`src/rtl/fft_pkg.sv`:
```
// Shared FFT datapath defaults and the saturation helper used by the butterfly stages.
package fft_pkg;

   localparam int unsigned DATA_W   = 16;
   localparam int unsigned TW_W     = 12;
   localparam int unsigned TW_SHIFT = 7;
   localparam int unsigned TW_ROUND = 1 << (TW_SHIFT - 1);

   // True when v does not fit in a w-bit two's-complement value.
   function automatic logic sat_clips(input logic signed [63:0] v, input int unsigned w);
      logic signed [63:0] hi;
      hi = (64'sd1 <<< (w - 1)) - 64'sd1;
      return (v > hi) || (v < (-hi - 64'sd1));
   endfunction

endpackage

```
`src/rtl/fft_butterfly_4_if.sv`:
```
// Sample stream into and result stream out of the radix-2 butterfly, valid/ready on both sides.
interface fft_butterfly_4_if #(
   parameter int unsigned DATA_W = fft_pkg::DATA_W
);
   logic                     in_valid;
   logic                     in_ready;
   logic signed [DATA_W-1:0] a_re;
   logic signed [DATA_W-1:0] a_im;
   logic signed [DATA_W-1:0] b_re;
   logic signed [DATA_W-1:0] b_im;
   logic [2:0]               idx;
   logic                     out_valid;
   logic                     out_ready;
   logic signed [DATA_W-1:0] y0_re;
   logic signed [DATA_W-1:0] y0_im;
   logic signed [DATA_W-1:0] y1_re;
   logic signed [DATA_W-1:0] y1_im;
   logic                     sat;

   modport slave (
      input  in_valid, a_re, a_im, b_re, b_im, idx, out_ready,
      output in_ready, out_valid, y0_re, y0_im, y1_re, y1_im, sat
   );

   modport master (
      output in_valid, a_re, a_im, b_re, b_im, idx, out_ready,
      input  in_ready, out_valid, y0_re, y0_im, y1_re, y1_im, sat
   );
endinterface

```
`src/rtl/fft_cmul.sv`:
```
// Registered full-precision complex multiply p = b * W, advancing only when en is high.
module fft_cmul #(
   parameter int unsigned DATA_W = fft_pkg::DATA_W,
   parameter int unsigned TW_W   = fft_pkg::TW_W
) (
   input  logic                            clk,
   input  logic                            rst_n,
   input  logic                            en,
   input  logic signed [DATA_W-1:0]        b_re,
   input  logic signed [DATA_W-1:0]        b_im,
   input  logic signed [TW_W-1:0]          tw_re,
   input  logic signed [TW_W-1:0]          tw_im,
   output logic signed [DATA_W+TW_W:0]     p_re,
   output logic signed [DATA_W+TW_W:0]     p_im
);
   localparam int unsigned P_W = DATA_W + TW_W + 1;

   logic signed [P_W-1:0] br, bi, wr, wi, nr, ni;

   always_comb begin
      br = P_W'(b_re);
      bi = P_W'(b_im);
      wr = P_W'(tw_re);
      wi = P_W'(tw_im);
      nr = br * wr - bi * wi;
      ni = br * wi + bi * wr;
   end

   always_ff @(posedge clk or negedge rst_n) begin
      if (!rst_n) begin
         p_re <= '0;
         p_im <= '0;
      end else if (en) begin
         p_re <= nr;
         p_im <= ni;
      end
   end
endmodule

```
`src/rtl/fft_butterfly_4.sv`:
```
// Three-stage radix-2 DIT butterfly: input register, complex multiply, round/add/saturate.
module fft_butterfly_4 #(
   parameter int unsigned DATA_W   = fft_pkg::DATA_W,
   parameter int unsigned TW_W     = fft_pkg::TW_W,
   parameter int unsigned TW_SHIFT = fft_pkg::TW_SHIFT
) (
   input  logic                   clk,
   input  logic                   rst_n,
   fft_butterfly_4_if.slave       bus,
   output logic [2:0]             tw_idx,
   input  logic signed [TW_W-1:0] tw_re,
   input  logic signed [TW_W-1:0] tw_im
);
   import fft_pkg::sat_clips;

   localparam int unsigned P_W = DATA_W + TW_W + 1;
   localparam int unsigned S_W = DATA_W + 2;
   localparam logic signed [P_W-1:0]    RND   = P_W'(1 << (TW_SHIFT - 1));
   localparam logic signed [DATA_W-1:0] Y_MAX = {1'b0, {(DATA_W-1){1'b1}}};
   localparam logic signed [DATA_W-1:0] Y_MIN = {1'b1, {(DATA_W-1){1'b0}}};

   logic                     en, v0, v1, clip;
   logic signed [DATA_W-1:0] a0_re, a0_im, b0_re, b0_im, a1_re, a1_im;
   logic signed [P_W-1:0]    p_re, p_im;
   logic signed [S_W-1:0]    bw_re, bw_im, s0_re, s0_im, s1_re, s1_im;

   // A single enable for every stage: the whole pipe freezes while the output is held.
   assign en           = !bus.out_valid || bus.out_ready;
   assign bus.in_ready = en;

   function automatic logic signed [DATA_W-1:0] clamp(input logic signed [S_W-1:0] s);
      if (!sat_clips(64'(s), DATA_W)) return s[DATA_W-1:0];
      return s[S_W-1] ? Y_MIN : Y_MAX;
   endfunction

   always_ff @(posedge clk or negedge rst_n) begin
      if (!rst_n) begin
         v0     <= 1'b0;
         tw_idx <= '0;
         a0_re  <= '0;
         a0_im  <= '0;
         b0_re  <= '0;
         b0_im  <= '0;
      end else if (en) begin
         v0 <= bus.in_valid;
         if (bus.in_valid) begin
            tw_idx <= bus.idx;
            a0_re  <= bus.a_re;
            a0_im  <= bus.a_im;
            b0_re  <= bus.b_re;
            b0_im  <= bus.b_im;
         end
      end
   end

   fft_cmul #(.DATA_W(DATA_W), .TW_W(TW_W)) u_cmul (
      .clk   (clk),
      .rst_n (rst_n),
      .en    (en),
      .b_re  (b0_re),
      .b_im  (b0_im),
      .tw_re (tw_re),
      .tw_im (tw_im),
      .p_re  (p_re),
      .p_im  (p_im)
   );

   always_ff @(posedge clk or negedge rst_n) begin
      if (!rst_n) begin
         v1    <= 1'b0;
         a1_re <= '0;
         a1_im <= '0;
      end else if (en) begin
         v1    <= v0;
         a1_re <= a0_re;
         a1_im <= a0_im;
      end
   end

   // Round half up, then drop the twiddle scale with an arithmetic shift.
   always_comb begin
      bw_re = S_W'((p_re + RND) >>> TW_SHIFT);
      bw_im = S_W'((p_im + RND) >>> TW_SHIFT);
      s0_re = S_W'(a1_re) + bw_re;
      s0_im = S_W'(a1_im) + bw_im;
      s1_re = S_W'(a1_re) - bw_re;
      s1_im = S_W'(a1_im) - bw_im;
      clip  = sat_clips(64'(s0_re), DATA_W) | sat_clips(64'(s0_im), DATA_W) |
              sat_clips(64'(s1_re), DATA_W) | sat_clips(64'(s1_im), DATA_W);
   end

   always_ff @(posedge clk or negedge rst_n) begin
      if (!rst_n) begin
         bus.out_valid <= 1'b0;
         bus.y0_re     <= '0;
         bus.y0_im     <= '0;
         bus.y1_re     <= '0;
         bus.y1_im     <= '0;
         bus.sat       <= 1'b0;
      end else if (en) begin
         bus.out_valid <= v1;
         bus.y0_re     <= clamp(s0_re);
         bus.y0_im     <= clamp(s0_im);
         bus.y1_re     <= clamp(s1_re);
         bus.y1_im     <= clamp(s1_im);
         bus.sat       <= clip;
      end
   end
endmodule

```
`src/flat_wrapper.sv`:
```
// flat-port wrapper written by rule: the top's interface ports become plain ports
module fft_butterfly_4_flat import fft_pkg::sat_clips;
#(
   parameter int unsigned DATA_W   = fft_pkg::DATA_W,
   parameter int unsigned TW_W     = fft_pkg::TW_W,
   parameter int unsigned TW_SHIFT = fft_pkg::TW_SHIFT
)
  (clk, rst_n, tw_idx, tw_re, tw_im, bus_in_valid, bus_a_re, bus_a_im, bus_b_re, bus_b_im, bus_idx, bus_out_ready, bus_in_ready, bus_out_valid, bus_y0_re, bus_y0_im, bus_y1_re, bus_y1_im, bus_sat);
  fft_butterfly_4_if #(.DATA_W(DATA_W)) bus_i ();
  input  logic clk;
  input  logic rst_n;
  output logic [2:0] tw_idx;
  input  logic signed [TW_W-1:0] tw_re;
  input  logic signed [TW_W-1:0] tw_im;
  input wire logic [$bits(bus_i.in_valid)-1:0] bus_in_valid;
  input wire logic [$bits(bus_i.a_re)-1:0] bus_a_re;
  input wire logic [$bits(bus_i.a_im)-1:0] bus_a_im;
  input wire logic [$bits(bus_i.b_re)-1:0] bus_b_re;
  input wire logic [$bits(bus_i.b_im)-1:0] bus_b_im;
  input wire logic [$bits(bus_i.idx)-1:0] bus_idx;
  input wire logic [$bits(bus_i.out_ready)-1:0] bus_out_ready;
  output wire logic [$bits(bus_i.in_ready)-1:0] bus_in_ready;
  output wire logic [$bits(bus_i.out_valid)-1:0] bus_out_valid;
  output wire logic [$bits(bus_i.y0_re)-1:0] bus_y0_re;
  output wire logic [$bits(bus_i.y0_im)-1:0] bus_y0_im;
  output wire logic [$bits(bus_i.y1_re)-1:0] bus_y1_re;
  output wire logic [$bits(bus_i.y1_im)-1:0] bus_y1_im;
  output wire logic [$bits(bus_i.sat)-1:0] bus_sat;
  assign bus_i.in_valid = bus_in_valid;
  assign bus_i.a_re = bus_a_re;
  assign bus_i.a_im = bus_a_im;
  assign bus_i.b_re = bus_b_re;
  assign bus_i.b_im = bus_b_im;
  assign bus_i.idx = bus_idx;
  assign bus_i.out_ready = bus_out_ready;
  assign bus_in_ready = bus_i.in_ready;
  assign bus_out_valid = bus_i.out_valid;
  assign bus_y0_re = bus_i.y0_re;
  assign bus_y0_im = bus_i.y0_im;
  assign bus_y1_re = bus_i.y1_re;
  assign bus_y1_im = bus_i.y1_im;
  assign bus_sat = bus_i.sat;
  fft_butterfly_4 #(.DATA_W(DATA_W), .TW_W(TW_W), .TW_SHIFT(TW_SHIFT)) u_core (.clk(clk), .rst_n(rst_n), .bus(bus_i), .tw_idx(tw_idx), .tw_re(tw_re), .tw_im(tw_im));
endmodule
```
`config.mk`:
```
export PLATFORM = sky130hd
export DESIGN_NAME = fft_butterfly_4_flat
export DESIGN_NICKNAME = d
export VERILOG_FILES = /design/src/rtl/fft_pkg.sv /design/src/rtl/fft_butterfly_4_if.sv /design/src/rtl/fft_cmul.sv /design/src/rtl/fft_butterfly_4.sv /design/src/flat_wrapper.sv
export SDC_FILE = /design/constraint.sdc
export NUM_CORES = 2
export LEC_CHECK = 0
export BUFFER_PORTS_ARGS = -buffer_cell sky130_fd_sc_hd__buf_2
export CAP_MARGIN = 25
export CORE_MARGIN = 3
export CORE_UTILIZATION = 65
export CTS_CLUSTER_SIZE = 24
export DETAILED_ROUTE_END_ITERATION = 7
export GPL_TIMING_DRIVEN = 0
export PLACE_DENSITY = 0.87
export RECOVER_POWER = 100
export SYNTH_ARGS = -nofsm -noshare
export SYNTH_HDL_FRONTEND = slang
export SYNTH_SLANG_ARGS = --single-unit
```
`constraint.sdc`:
```
create_clock -name clk -period 15.5 [get_ports clk]
set_input_delay 1.55 -clock clk [delete_from_list [all_inputs] [get_ports clk]]
set_output_delay 1.55 -clock clk [all_outputs]
set_load 0.05 [all_outputs]
```
# After elaboration in Yosys (flattened, before gate mapping)
# Index checks and enable logic that the tools add are counted.
dict set report word_totals {
  word_cells 67
  ff_bits 217
  out_inout_bits 70
  inputBits 95
}
dict set report classes {
  n_bitwise 3
  n_addsub 8
  reduce_logical 7
  multipliers 4
  magnitude_cmp 8
  mux 20
}
# operator n
set ops {}
lappend ops {{2-to-1 mux 16 bit} 12}
lappend ops {{multiplier 16 x 12 -> 25 bit} 4}
lappend ops {{> comparator 18 x 16 -> 1 bit (second input constant)} 4}
lappend ops {{less-than comparator 18 x 16 -> 1 bit (second input constant)} 4}
lappend ops {{adder 25 x 8 -> 25 bit (second input constant)} 2}
lappend ops {{adder 16 x 18 -> 18 bit} 2}
lappend ops {{subtractor 16 x 18 -> 18 bit} 2}
lappend ops {{adder 25 bit} 1}
lappend ops {{subtractor 25 bit} 1}
lappend ops {{2-to-1 mux 1 bit} 8}
lappend ops {{logical OR 1 bit} 5}
lappend ops {{bitwise OR 1 bit} 3}
lappend ops {{AND reduction 2 bit} 1}
lappend ops {{zero test 1 bit} 1}

# Logic depth before layout (Yosys ltp)
dict set report depth {
  word_depth 7
  ltp_mapped 27
  mapped_depth_nobuf 26
}

# By module
# Synthesis repeated with hierarchy kept, for this count alone.
dict set report unflattened {
  cells_unflattened 4432
  hier_area_um2 41678.7
}
# module seq_area_each_um2 area_per_inst_um2 cells_per_inst instances
set by_module_without_submodules {}
lappend by_module_without_submodules {fft_cmul 1451.4 31022.3 3283 1}
lappend by_module_without_submodules {fft_butterfly_4 4179.0 10656.5 1149 1}

# Worst setup path before layout
# Ideal clock, no wire load.
dict set report synth_timing {
  path_kind {input-to-reg}
  from {input port tw_im[0]}
  to {register u_core.u_cmul.p_re[24]}
  path_stages 24
  n_path_buf 2
  t_required_ns 15.375
  slack_ns 7.795
  setup_ns 0.125
  arrival_time_ns 7.581
  cell_sequence {clkbuf_1 clkbuf_1 nand2_1 fa_1 inv_1 fa_1 inv_1 fa_1 fa_1 fa_1 fa_1 inv_1 fa_1 inv_1 ha_1 a21o_1 a21oi_1 and3_1 a21o_1 o211a_1 o31ai_1 a21oi_1 xnor2_1 mux2_2}
}
dict set report synth_between {
  elab_chain_cells 2
}
# element line
set synth_rtl {}
lappend synth_rtl {{start, declared} flat_wrapper.sv:14} ;# input logic signed [TW_W-1:0] tw_im;
lappend synth_rtl {{multiplier 16 x 12 -> 25 bit} fft_cmul.sv:25} ;# nr = br * wr - bi * wi;
lappend synth_rtl {{subtractor 25 bit} fft_cmul.sv:25}
lappend synth_rtl {{end signal, assigned} fft_cmul.sv:34} ;# p_re <= nr;
lappend synth_rtl {{end, declared} fft_cmul.sv:13} ;# output logic signed [DATA_W+TW_W:0] p_re,
# No other way between the ends.
# A chain may end at the register's enable or synchronous reset.

==> metrics.md <==
| Metric | Value |
|---|---|
| Status | `finished, violations left` |
| Failing checks | `capacitance limit, slew limit` |
| Max-cap viol count | `2` |
| Crit-path cells | `clkbuf_1 -> clkbuf_1` |
| Final Cycle Share | `66.4%` |
| Post-synth EDFFs | `0` |
| Die width | `247 µm` |
| Clock sinks | `between 200 and 250` |
| Max Buffers Root-to-Sink | `3` |
| Critical path arrival | `9.64 ns` |
| ANT nets after route | `0` |
| Row count | `87` |
| Hold Violations, Final | `0` |
| Minimum clock period | `10.29 ns` |
| Die ar. | `60800 µm²` |
| Mapped Area | `37600 µm²` |
| Post-CTS setup buffers | `0` |
| CTS Hold Bufs | `0` |
| Fin. max-slew vios | `208` |
| FF+latch count, synth | `slightly above 200` |
| Post-DP HPWL | `94.6 mm` |
| Grt total ovfl | `0` |
| PostCTS Resize Cnt | `0` |
| RSZ-0062 raised after global routing | `false` |
| Setup Viol. Count Final | `0` |
| WL/cell | `23.7 µm` |
| Port Buf Inserts | `164` |
| First DRT Iteration DRCs | `a little under 3000` |
| Netlist cell types | `84` |
| Share of post-route cells with drive strength above 1 | `5.52%` |
| Most used DFF post-synth | `dfrtp_1` |
| CP max stage cell | `clkbuf_1` |
| Mean Syn Cell Area | `9.29 µm²` |
| Clock Skews | `0.0136 ns` |
| Max Clk Rate | `roughly 97 MHz` |
| Insertion delay to the later sink of the worst-skew pair | `about 0.57 ns` |
| Worst Path Max Fanout | `110` |
| Clock edge transition at the registers on the reported setup and hold paths | `~0.060 ns` |
| Synth async-reset ratio | `100%` |
| Yosys warns | `0` |
| Maximum number of pins on one net before global-route repair | `111` |
| Cell family contributing the most delay on the critical path | `buffers and inverters` |
| Gr usage total | `40.1%` |
| Commonest cells after routing, fill and taps aside | `inv_1, fa_1, nand2_1` |
| Rel. slew slack | `-270%` |
| Fill count | `approximately 4400` |
| Mapped Nets | `~5100` |
| Initial core utilization | `66.2%` |
| Number of buffers created by CTS | `24` |
| Gpl congestion | `1.06` |
| DIE HEIGHT | `247 µm` |
| Routed WL | `119 mm` |
| Crit. End Element | `asynchronous set/reset pin` |
| # H-tree levels | `1` |
| CP Class | `in2async` |
| IO Count | `about 170` |
| CP peak stage delay | `4.14 ns` |
| Worst Path Buf+Inv | `2` |
| Core area | `56800 µm²` |
| Area occupied by registers | `5130 µm²` |
| Share of the yosys chip area belonging to registers | `13.6%` |
| Sum Neg Setup Slack | `0 ns` |
| Via count | `roughly 30000` |
| Worst path most repeated cell | `clkbuf_1` |
| NumNets Final | `5330` |
| Vias in the first global route | `31453` |
| Most common cell after layout, fill and taps aside | `inv_1` |
| First-pass GRT wire length | `180 mm` |
| CTS tree | `done` |
| Drt drc | `0` |
| Area Growth Syn to Fin | `6.42%` |
| DR pass1 iterations | `8` |
| Initial antenna violation count | `6` |
| Synth Instances | `4050` |
| Startpoint types | `input port` |
| Area of the multi-input gates | `28500 µm²` |
| Worst slew pin tran | `5.55 ns` |
| Root Driver | `clkbuf_16` |
| Crit path required time | `between 10 and 15 ns` |
| Worst Hold Class | `reg2reg` |
| DR vias/cell | `5.96` |
==> cell type report <==
class                   count  share of cell area [%]
flip-flops and latches    205                    12.8
clock inverters             7                   0.147
multi-input cells        2813                    71.3
diodes                      8                  0.0500
well taps                 756                    2.36
repair buffers            168                    1.90
plain buffers             200                    1.93
clock buffers              36                    1.74
inverters                 832                    7.80
==> metal layers <==
layer / GRT usage (%) / wire [µm] / vias to the layer above
met5: 0 / 16 / -
met4: 28.1 / 11300 / 2
met3: 11.9 / 14400 / 694
met2: 63.9 / 53900 / 1967
met1: 46.7 / 39300 / 14768
li1: - / - / 12512
==> registers in the layout, summed over array words and instances, names as in the netlist, 3 cells and up <==
register            cells
u_core.b0_re           16
u_core.a1_re           16
u_core.u_cmul.p_im     19
u_core.tw_idx           3
u_core.bus.y1_im       16
u_core.a0_re           16
u_core.a0_im           16
u_core.a1_im           16
u_core.bus.y1_re       16
u_core.bus.y0_re       16
u_core.b0_im           16
u_core.u_cmul.p_re     19
u_core.bus.y0_im       16
==> path summary, 6_finish.rpt <==
| kind | start | endpoint | slack [ns] | depth (start not counted) |
|---|---|---|---|---|
| setup / recovery | rst_n | u_core.u_cmul.p_im[17] | 5.21 | 2 |
| hold / removal | u_core.a0_im[12] | u_core.a1_im[12] | 0.47 | 2 |
| setup reg to reg | u_core.b0_re[15] | u_core.u_cmul.p_re[24] | 7.19 | 24 |
| hold reg to reg | u_core.a0_im[12] | u_core.a1_im[12] | 0.47 | 2 |
| max in group clk | tw_im[0] | u_core.u_cmul.p_re[24] | 6.11 | 25 |
| min in group asynchronous | rst_n | u_core.a0_re[9] | 3.01 | 1 |
==> synthesized netlist by cell type, types with 9 or more instances <==
cell type | count | share of area (%)
a21o_1 | 17 | 0.34
a21oi_1 | 127 | 1.7
a21oi_2 | 10 | 0.23
and2_1 | 376 | 6.3
and3_1 | 17 | 0.28
buf_2 | 14 | 0.19
clkbuf_1 | 176 | 1.8
dfrtp_1 | 205 | 14
fa_1 | 725 | 39
ha_1 | 266 | 8.8
inv_1 | 831 | 8.3
mux2_2 | 71 | 2.1
nand2_1 | 493 | 4.9
nand2b_1 | 47 | 0.78
nand3_1 | 22 | 0.29
nand4_1 | 9 | 0.15
nor2_1 | 153 | 1.5
nor2b_1 | 55 | 0.91
nor3_1 | 25 | 0.33
o21a_1 | 13 | 0.26
o21ai_0 | 46 | 0.61
o21bai_1 | 12 | 0.24
o22a_1 | 15 | 0.35
o31ai_1 | 12 | 0.24
or3_1 | 14 | 0.23
xnor2_1 | 131 | 3.0
xor2_1 | 52 | 1.2
==> cell families (layout without fill, tap and decap cells) <==
group	Yosys count	after routing	synth area share (%)
simple gates	1239	1239	16.3
fa+ha+maj	991	991	47.4
xor+xnor	184	184	4.30
other cells	0	8	0
flops	205	205	13.6
compound gates	327	327	5.82
buf+inv	1032	1243	10.4
mux	72	72	2.15
==> through the flow <==
stage	instances	cell area (µm²)	util [%]	hold WS [ns]	setup slack (ns)
floorplan	4050	37600	-	0.430	7.79
global placement	4970	39400	69.3	0.449	6.15
detailed placement	4971	39400	69.4	0.458	6.07
CTS	5014	40200	70.7	0.476	6.63
global route	5017	40000	70.4	0.495	3.42
finish	5025	40000	70.5	0.472	5.21
Power is left out: the tool's default activity adds up to more than one toggle a clock period on the data nets, which glitch-free logic cannot reach.
